`src/rtl/wb_pwm_meas.sv`:
```
`default_nettype none
// ============================================================================
// Module      : wb_pwm_meas
// Description : Eight-channel PWM duty-cycle meter. Counts synchronised high
//               cycles of each input over a 2^WIN_BITS-cycle window and
//               latches one result per channel. Pipelined Wishbone slave
//               register interface with RES, STATUS and CTRL registers.
// Revision    : 1.0 - initial release
// ============================================================================
module wb_pwm_meas #(
  parameter int WIN_BITS = 12
) (
  input  logic        clk_i,
  input  logic        rst_ni,
  input  logic        wb_cyc_i,
  input  logic        wb_stb_i,
  input  logic        wb_we_i,
  input  logic [31:0] wb_adr_i,
  input  logic [3:0]  wb_sel_i,
  input  logic [31:0] wb_dat_i,
  output logic [31:0] wb_dat_o,
  output logic        wb_ack_o,
  output logic        wb_stall_o,
  input  logic [7:0]  pwm_in
);

  localparam int                  NCH        = 8;
  localparam int                  RW         = WIN_BITS + 1;
  localparam logic [WIN_BITS-1:0] WIN_LAST   = '1;
  localparam logic [2:0]          ADR_STATUS = 3'd4;
  localparam logic [2:0]          ADR_CTRL   = 3'd5;

  // Registered state
  logic [7:0]          sync1_q, sync1_d;
  logic [7:0]          sync2_q, sync2_d;
  logic                en_q, en_d;
  logic [WIN_BITS-1:0] win_cnt_q, win_cnt_d;
  logic [RW-1:0]       hc_q  [NCH];
  logic [RW-1:0]       hc_d  [NCH];
  logic [RW-1:0]       res_q [NCH];
  logic [RW-1:0]       res_d [NCH];
  logic [7:0]          valid_q, valid_d;
  logic [7:0]          ovr_q, ovr_d;
  logic                ack_q, ack_d;
  logic [31:0]         dat_q, dat_d;

  // Combinational decode
  logic                accept;
  logic                ctrl_wr;
  logic                stat_wr;
  logic                restart;
  logic                win_end;
  logic [7:0]          clr_valid;
  logic [7:0]          clr_ovr;
  logic [31:0]         rd_data;
  logic                unused_bits;

  // Address/data bits outside the decoded fields are intentionally ignored.
  assign unused_bits = ^{wb_adr_i[31:5], wb_adr_i[1:0], wb_sel_i[3:2], wb_dat_i[31:16]};

  assign wb_stall_o = 1'b0;
  assign wb_ack_o   = ack_q;
  assign wb_dat_o   = dat_q;

  // Two results share one 32-bit word: even channel low half, odd channel high half.
  function automatic logic [31:0] pack_pair(input logic [RW-1:0] lo, input logic [RW-1:0] hi);
    logic [31:0] w;
    w = '0;
    w[RW-1:0]    = lo;
    w[16 +: RW]  = hi;
    return w;
  endfunction

  // Read multiplexer over the register map; unmapped words read as zero.
  always_comb begin
    rd_data = '0;
    if (!wb_adr_i[4]) begin
      rd_data = pack_pair(res_q[{wb_adr_i[3:2], 1'b0}], res_q[{wb_adr_i[3:2], 1'b1}]);
    end else begin
      case (wb_adr_i[4:2])
        ADR_STATUS: rd_data[15:0] = {ovr_q, valid_q};
        ADR_CTRL:   rd_data[0]    = en_q;
        default:    rd_data       = '0;
      endcase
    end
  end

  // Next-state logic for bus, synchronisers, window counter, channels and status.
  always_comb begin
    accept    = wb_cyc_i & wb_stb_i;
    ctrl_wr   = accept & wb_we_i & (wb_adr_i[4:2] == ADR_CTRL) & wb_sel_i[0];
    stat_wr   = accept & wb_we_i & (wb_adr_i[4:2] == ADR_STATUS);
    restart   = ctrl_wr & wb_dat_i[1];
    win_end   = en_q & (win_cnt_q == WIN_LAST);
    clr_valid = (stat_wr & wb_sel_i[0]) ? wb_dat_i[7:0]  : 8'h00;
    clr_ovr   = (stat_wr & wb_sel_i[1]) ? wb_dat_i[15:8] : 8'h00;

    ack_d   = accept;
    dat_d   = (accept & ~wb_we_i) ? rd_data : 32'h0;

    sync1_d = pwm_in;
    sync2_d = sync1_q;

    en_d    = ctrl_wr ? wb_dat_i[0] : en_q;

    // A disabled meter or a restart discards the partial window.
    if (!en_q || restart) begin
      win_cnt_d = '0;
    end else begin
      win_cnt_d = win_cnt_q + 1'b1;
    end

    for (int n = 0; n < NCH; n++) begin
      res_d[n] = win_end ? (hc_q[n] + RW'(sync2_q[n])) : res_q[n];
      if (!en_q || restart || win_end) begin
        hc_d[n] = '0;
      end else begin
        hc_d[n] = hc_q[n] + RW'(sync2_q[n]);
      end
    end

    // Window-end set takes priority over a simultaneous write-1-to-clear.
    valid_d = valid_q & ~clr_valid;
    ovr_d   = ovr_q & ~clr_ovr;
    if (win_end) begin
      valid_d = 8'hFF;
      ovr_d   = (ovr_q & ~clr_ovr) | valid_q;
    end
  end

  // State registers with asynchronous active-low reset.
  always_ff @(posedge clk_i or negedge rst_ni) begin
    if (!rst_ni) begin
      sync1_q   <= '0;
      sync2_q   <= '0;
      en_q      <= 1'b0;
      win_cnt_q <= '0;
      valid_q   <= '0;
      ovr_q     <= '0;
      ack_q     <= 1'b0;
      dat_q     <= '0;
      for (int n = 0; n < NCH; n++) begin
        hc_q[n]  <= '0;
        res_q[n] <= '0;
      end
    end else begin
      sync1_q   <= sync1_d;
      sync2_q   <= sync2_d;
      en_q      <= en_d;
      win_cnt_q <= win_cnt_d;
      valid_q   <= valid_d;
      ovr_q     <= ovr_d;
      ack_q     <= ack_d;
      dat_q     <= dat_d;
      for (int n = 0; n < NCH; n++) begin
        hc_q[n]  <= hc_d[n];
        res_q[n] <= res_d[n];
      end
    end
  end

endmodule
`default_nettype wire
```
`config.mk`:
```
export PLATFORM = sky130hd
export DESIGN_NAME = wb_pwm_meas
export DESIGN_NICKNAME = d
export VERILOG_FILES = /design/src/rtl/wb_pwm_meas.sv
export SDC_FILE = /design/constraint.sdc
export NUM_CORES = 1
export LEC_CHECK = 0
export CAP_MARGIN = 20
export CELL_PAD_IN_SITES_DETAIL_PLACEMENT = 0
export CELL_PAD_IN_SITES_GLOBAL_PLACEMENT = 2
export CORE_ASPECT_RATIO = 1.75
export CORE_MARGIN = 2
export CORE_UTILIZATION = 38
export CTS_CLUSTER_SIZE = 8
export DETAILED_ROUTE_END_ITERATION = 8
export PLACE_DENSITY = 0.83
export SLEW_MARGIN = 0
export SYNTH_ARGS = -nofsm -noshare
export SYNTH_HDL_FRONTEND = slang
export SYNTH_SLANG_ARGS = --single-unit
```
`constraint.sdc`:
```
create_clock -name clk_i -period 1.9 [get_ports clk_i]
set_clock_uncertainty 0.05 [all_clocks]
set_input_delay 0.19 -clock clk_i [delete_from_list [all_inputs] [get_ports clk_i]]
set_output_delay 0.19 -clock clk_i [all_outputs]
set_load 0.03 [all_outputs]
```
-- Yosys cells after proc, flatten, opt, wreduce, memory -nomap -nowiden
Index checks and enable logic that the tools add are counted.
W data, S select, Z words.
- flip-flop bits (word level): 286
- output and inout port bits: 34
- logic and storage cells: 82
- input port bits: 81
- add/sub/neg operators: 9
- mux-type cells: 23
- bitwise operators: 18
- reductions and logical operators: 3
- equal/unequal tests: 3
- order comparisons: 2
- operators with widths (cell ; count):
    $mux W13 ; 12
    $add A13 B1 Y13 ; 8
    $bmux W13 S3 ; 2
    $mux W32 ; 1
    $mux W8 ; 4
    $mux W29 ; 1
    $and A8 B8 Y8 ; 2
    $not A8 Y8 ; 2
    $mux W15 ; 1
    $add A12 B1 Y12 const B ; 1
    $eq A12 B12 Y1 const B ; 1
    $mux W12 ; 1
    $and A1 B1 Y1 ; 10
    $ge A4 B4 Y1 const B ; 2
    $not A3 Y4 ; 2
    $or A8 B8 Y8 ; 1
    $eq A3 B3 Y1 const B ; 2
    $logic_or A1 B1 Y1 ; 2
    $pmux W1 S2 ; 1
    $logic_not A1 Y1 ; 1
    $not A1 Y1 ; 1

-- Logic depth before layout (Yosys ltp)
Gate-level depths: netlist (run 1).
- depth in word-level cells: 9
- gate-level depth with buffers: 8
- gate-level depth less buffers: 6

-- Worst setup path before layout (run 1)
Ideal clock, no wire load.
- path kind: register to register
- start point: register sync2_q[7]
- end point: register res_q[10] in the netlist's numbering
- setup time: 132 ps
- path slack: 209 ps
- data required time: 1718 ps
- stages on the path, launching flop included: 7
- period minus slack after synthesis: 1691 ps
- arrival: 1509 ps
- cells stage by stage: dfrtp_1 > ha_1 > ha_1 > and4_1 > or3b_1 > xor2_1 > o21ai_0
- word-level cells in the longest chain between the ends: 1
- ends and longest elaborated chain (item ; line ; source):
    start, declared ; 35 ; logic [7:0] sync2_q, sync2_d;
    start signal, assigned ; 148 ; sync2_q <= sync2_d;
    $add A13 B1 Y13 ; 114 ; res_d[n] = win_end ? (hc_q[n] + RW'(sync2_q[n])) : res_q[n];
    end signal, assigned by index ; 157 ; res_q[n] <= res_d[n];
    end, declared ; 40 ; logic [RW-1:0] res_q [NCH];
No other way between the ends.
A chain may end at the register's enable or synchronous reset.

-- Worst setup path after layout (run 1)
Same ends and word-level chain as after synthesis.

==> flow_metrics.env, run 1 <==
export IMPL_reg2reg_depth=6
export IMPL_power_density_nw_per_um2=910.6
export IMPL_cap_viol_max_count=0
export IMPL_ir_worst_vdd_mv=0.7337
export IMPL_routed_wl_mm=26.57
export IMPL_reg2reg_slack_ns=0.1
export IMPL_slew_viol_final=0
export IMPL_routed_via_density=5.054
export IMPL_critPathCaptureType="flip-flop"
export IMPL_grt_use_total_pct=17.13
export IMPL_path_clk_slew_ns=0.05
export IMPL_area_growth_pct=22.02
export IMPL_nets=1293
export IMPL_place_inst=1542
export IMPL_numClockSinks=283
export IMPL_yosysSeqAreaShare_pct=59.42
export IMPL_post_route_min_period_ns=1.800
export IMPL_grt_max_degree=56
export IMPL_cts_buffer_depth=3
export IMPL_synth_most_common_cell="dfrtp_1"
export IMPL_synthTopCellsByCount="283 x dfrtp_1, 184 x nand2_1, 121 x nor2_1"
export IMPL_worstHoldStart="pwm_in[4]"
export IMPL_rsz0062_at_grt="no"
export IMPL_crit_fanout=4
export IMPL_htreeDepth=2
export IMPL_dp_hpwl_mm=18.58
export IMPL_die_h_um=238.3
export IMPL_max_slew_margin_pct=65.75
export IMPL_vias=8025
export IMPL_grt_antenna_before_repair=0
export IMPL_syn_area_per_cell_um2=10.90
export IMPL_synth_top_area_cell="dfrtp_1"
export IMPL_synth_top_area_share_pct=59.42
export IMPL_status="finished clean"
export IMPL_grt_ovfl_total=0
export IMPL_rows=85
export IMPL_cp_num_buf_inv=0
export IMPL_fin_ws_ns=0.09951
export IMPL_r2r_start="sync2_q[7]"
export IMPL_drive_gt1_share_pct=11.45
export IMPL_required_ns=2.25
export IMPL_drt_first_pass_iters=4
export IMPL_ant_nets=0
export IMPL_synth_warnings=0
export IMPL_path_common_cell="ha_2"
export IMPL_yosys_top_cells_area="dfrtp_1 59%, nand2_1 5.8%, mux4_2 4.9%"
export IMPL_crit_path_start_kind="flip-flop"
export IMPL_p_leak_uw=0.006420
export IMPL_synth_edf_count=0
export IMPL_fmax_mhz=555.4
export IMPL_regToRegEndpoint="res_q[10]"
export IMPL_cp_slowest_stage_delay_ns=0.37
export IMPL_routabilityCongestion=0.7581
export IMPL_grt_pass1_vias=8563
export IMPL_synth_seq_cells=283
export IMPL_stdcell_count=1588
export IMPL_synth_cell_types=37
export IMPL_clk_latency_ns=0.53
export IMPL_synth_async_reset_ratio_pct=100.0
export IMPL_diodes=0
export IMPL_slowest_stage="or3b_1"
export IMPL_timing_final_hold_violations=0
export IMPL_wl_per_cell_um=16.73
export IMPL_die_w_um=137.9
export IMPL_critPathTopFamily="simple AND/OR/NAND/NOR gates"
export IMPL_syn_inst=1093
export IMPL_initial_core_util_pct=38.65
export IMPL_critPathKind="flip-flop to flip-flop"
export IMPL_port_buffers=63
export IMPL_die_area_um2=32850
export IMPL_route_detailed_drc=0
export IMPL_fin_crit_sh_pct=94.76
export IMPL_synth_ff_type="dfrtp_1"
export IMPL_cts_tree="done"
export IMPL_pre_cts_ws_ns=-0.06604
export IMPL_crit_arrival_ns=2.15
export IMPL_hold_class="input pin to flip-flop"
export IMPL_tightest_slew_ns=0.5137
export IMPL_hold_end="sync1_q[4]"
export IMPL_grt_pass1_wl_mm=44.21
export IMPL_setup_viol=0
export IMPL_total_power_uw=13240
export IMPL_path_cells="ha_2, ha_2, and4_4, or3b_1, xor2_1, o21ai_0"
export IMPL_hold_path_depth=1
export IMPL_cts_root_buf="clkbuf_16"
export IMPL_synth_area_um2=11920
export IMPL_io_pins=115
export IMPL_cts_buffers=41
export IMPL_drtIter0Drc=322
export IMPL_core_um2=30840
[cell usage in the layout, fill, tap and decap left out, types with 3 or more instances in the layout]
master / count
nand4_1: 30
buf_4: 30
o21ai_0: 103
clkdlybuf4s50_1: 61
and3_1: 22
inv_1: 25
xor2_1: 65
ha_1: 13
and2_1: 29
clkbuf_16: 43
nor2_1: 121
ha_2: 4
nand3_1: 37
a22oi_1: 12
mux4_2: 26
conb_1: 4
buf_12: 20
xnor2_1: 32
and4_4: 3
nand2_1: 184
nor3_1: 10
and4_1: 12
dfrtp_1: 283
nor4_1: 4
[stage by stage]
stage	hold slack, ns	TNS, ns	util, %	instance area, um2
final	0.05832	0	47.16	14540
after global routing	0.03025	0	47.16	14540
after CTS	0.02977	0	47.05	14510
after detailed placement	0.1145	-3.164	43.46	13400
after global placement	0.1252	-1.327	43.46	13400
after floorplan	-0.1556	0	-	11930
[worst max path at each step]
stage,depth (start not counted),startpoint,slack [ns],to
2_1_floorplan,6,sync2_q[7],0.21,res_q[10]
5_1_grt,6,sync2_q[7],0.0009,res_q[10]
4_1_cts,6,sync2_q[6],0.03,res_q[23]
3_3_place_gp,6,wb_adr_i[3],-0.03,hc_q[47]
3_5_place_dp,6,wb_adr_i[3],-0.07,hc_q[47]
6_report,6,sync2_q[7],0.1,res_q[10]
[registers in the layout, indices dropped and copies added (netlist names)]
register / cells
sync1_q: 8
win_cnt_q: 12
res_q: 104
hc_q: 104
wb_ack_o: 1
wb_dat_o: 29
en_q: 1
sync2_q: 8
ovr_q: 8
valid_q: 8
[layout make-up]
type | instances | area (um2)
sequential | 283 | 7082
multi-input combinational | 729 | 4517
inverter | 26 | 97.59
tap | 391 | 489.2
timing repair buffer | 114 | 1266
clock buffer | 43 | 1076
fill | 2863 | 16300
clock inverter | 2 | 16.27
[cell families (layout without fill, tap and decap cells)]
family | count (synthesis) | count (layout) | synth area share, %
muxes | 28 | 28 | 5.091
AOI/OAI and AO/OA | 120 | 120 | 5.469
xor gates and xnor gates | 98 | 98 | 7.201
DFF | 283 | 283 | 59.42
adders and majority gates | 17 | 17 | 1.785
and+or+nand+nor | 462 | 462 | 17.84
other | 1 | 4 | 0.03146
buffers and inverters | 84 | 185 | 3.170
[what timing repair did]
item	in CTS	in global routing
hold buffers	1	0
resized for setup	1	12
pin swaps	0	1
hold endpoints to repair	215	0
endpoints found under the setup margin	1	95
gates cloned	0	0
setup buffers	0	0
[metal layers]
| layer | part of all wire [%] | track usage [%] | up-vias |
|---|---|---|---|
| li1 | - | - | 3853 |
| met5 | 0 | 0 | - |
| met1 | 43 | 21.15 | 3980 |
| met3 | 3.5 | 2.783 | 54 |
| met4 | 2.8 | 6.153 | 0 |
| met2 | 51 | 29.88 | 138 |
[power breakdown]
part / total, uW / internal [uW] / switching (uW)
registers: 6190 / 6130 / 58.9
clock network: 6370 / 3940 / 2420
logic: 686 / 276 / 411
Note: power is estimated with default switching activity, not from simulation.
==> run 2, diff against run 1 <==
Settings changed: TNS_END_PERCENT set to 30.
==> results of run 2 <==
Final layout, timing and power as in run 1 (identical DEF).
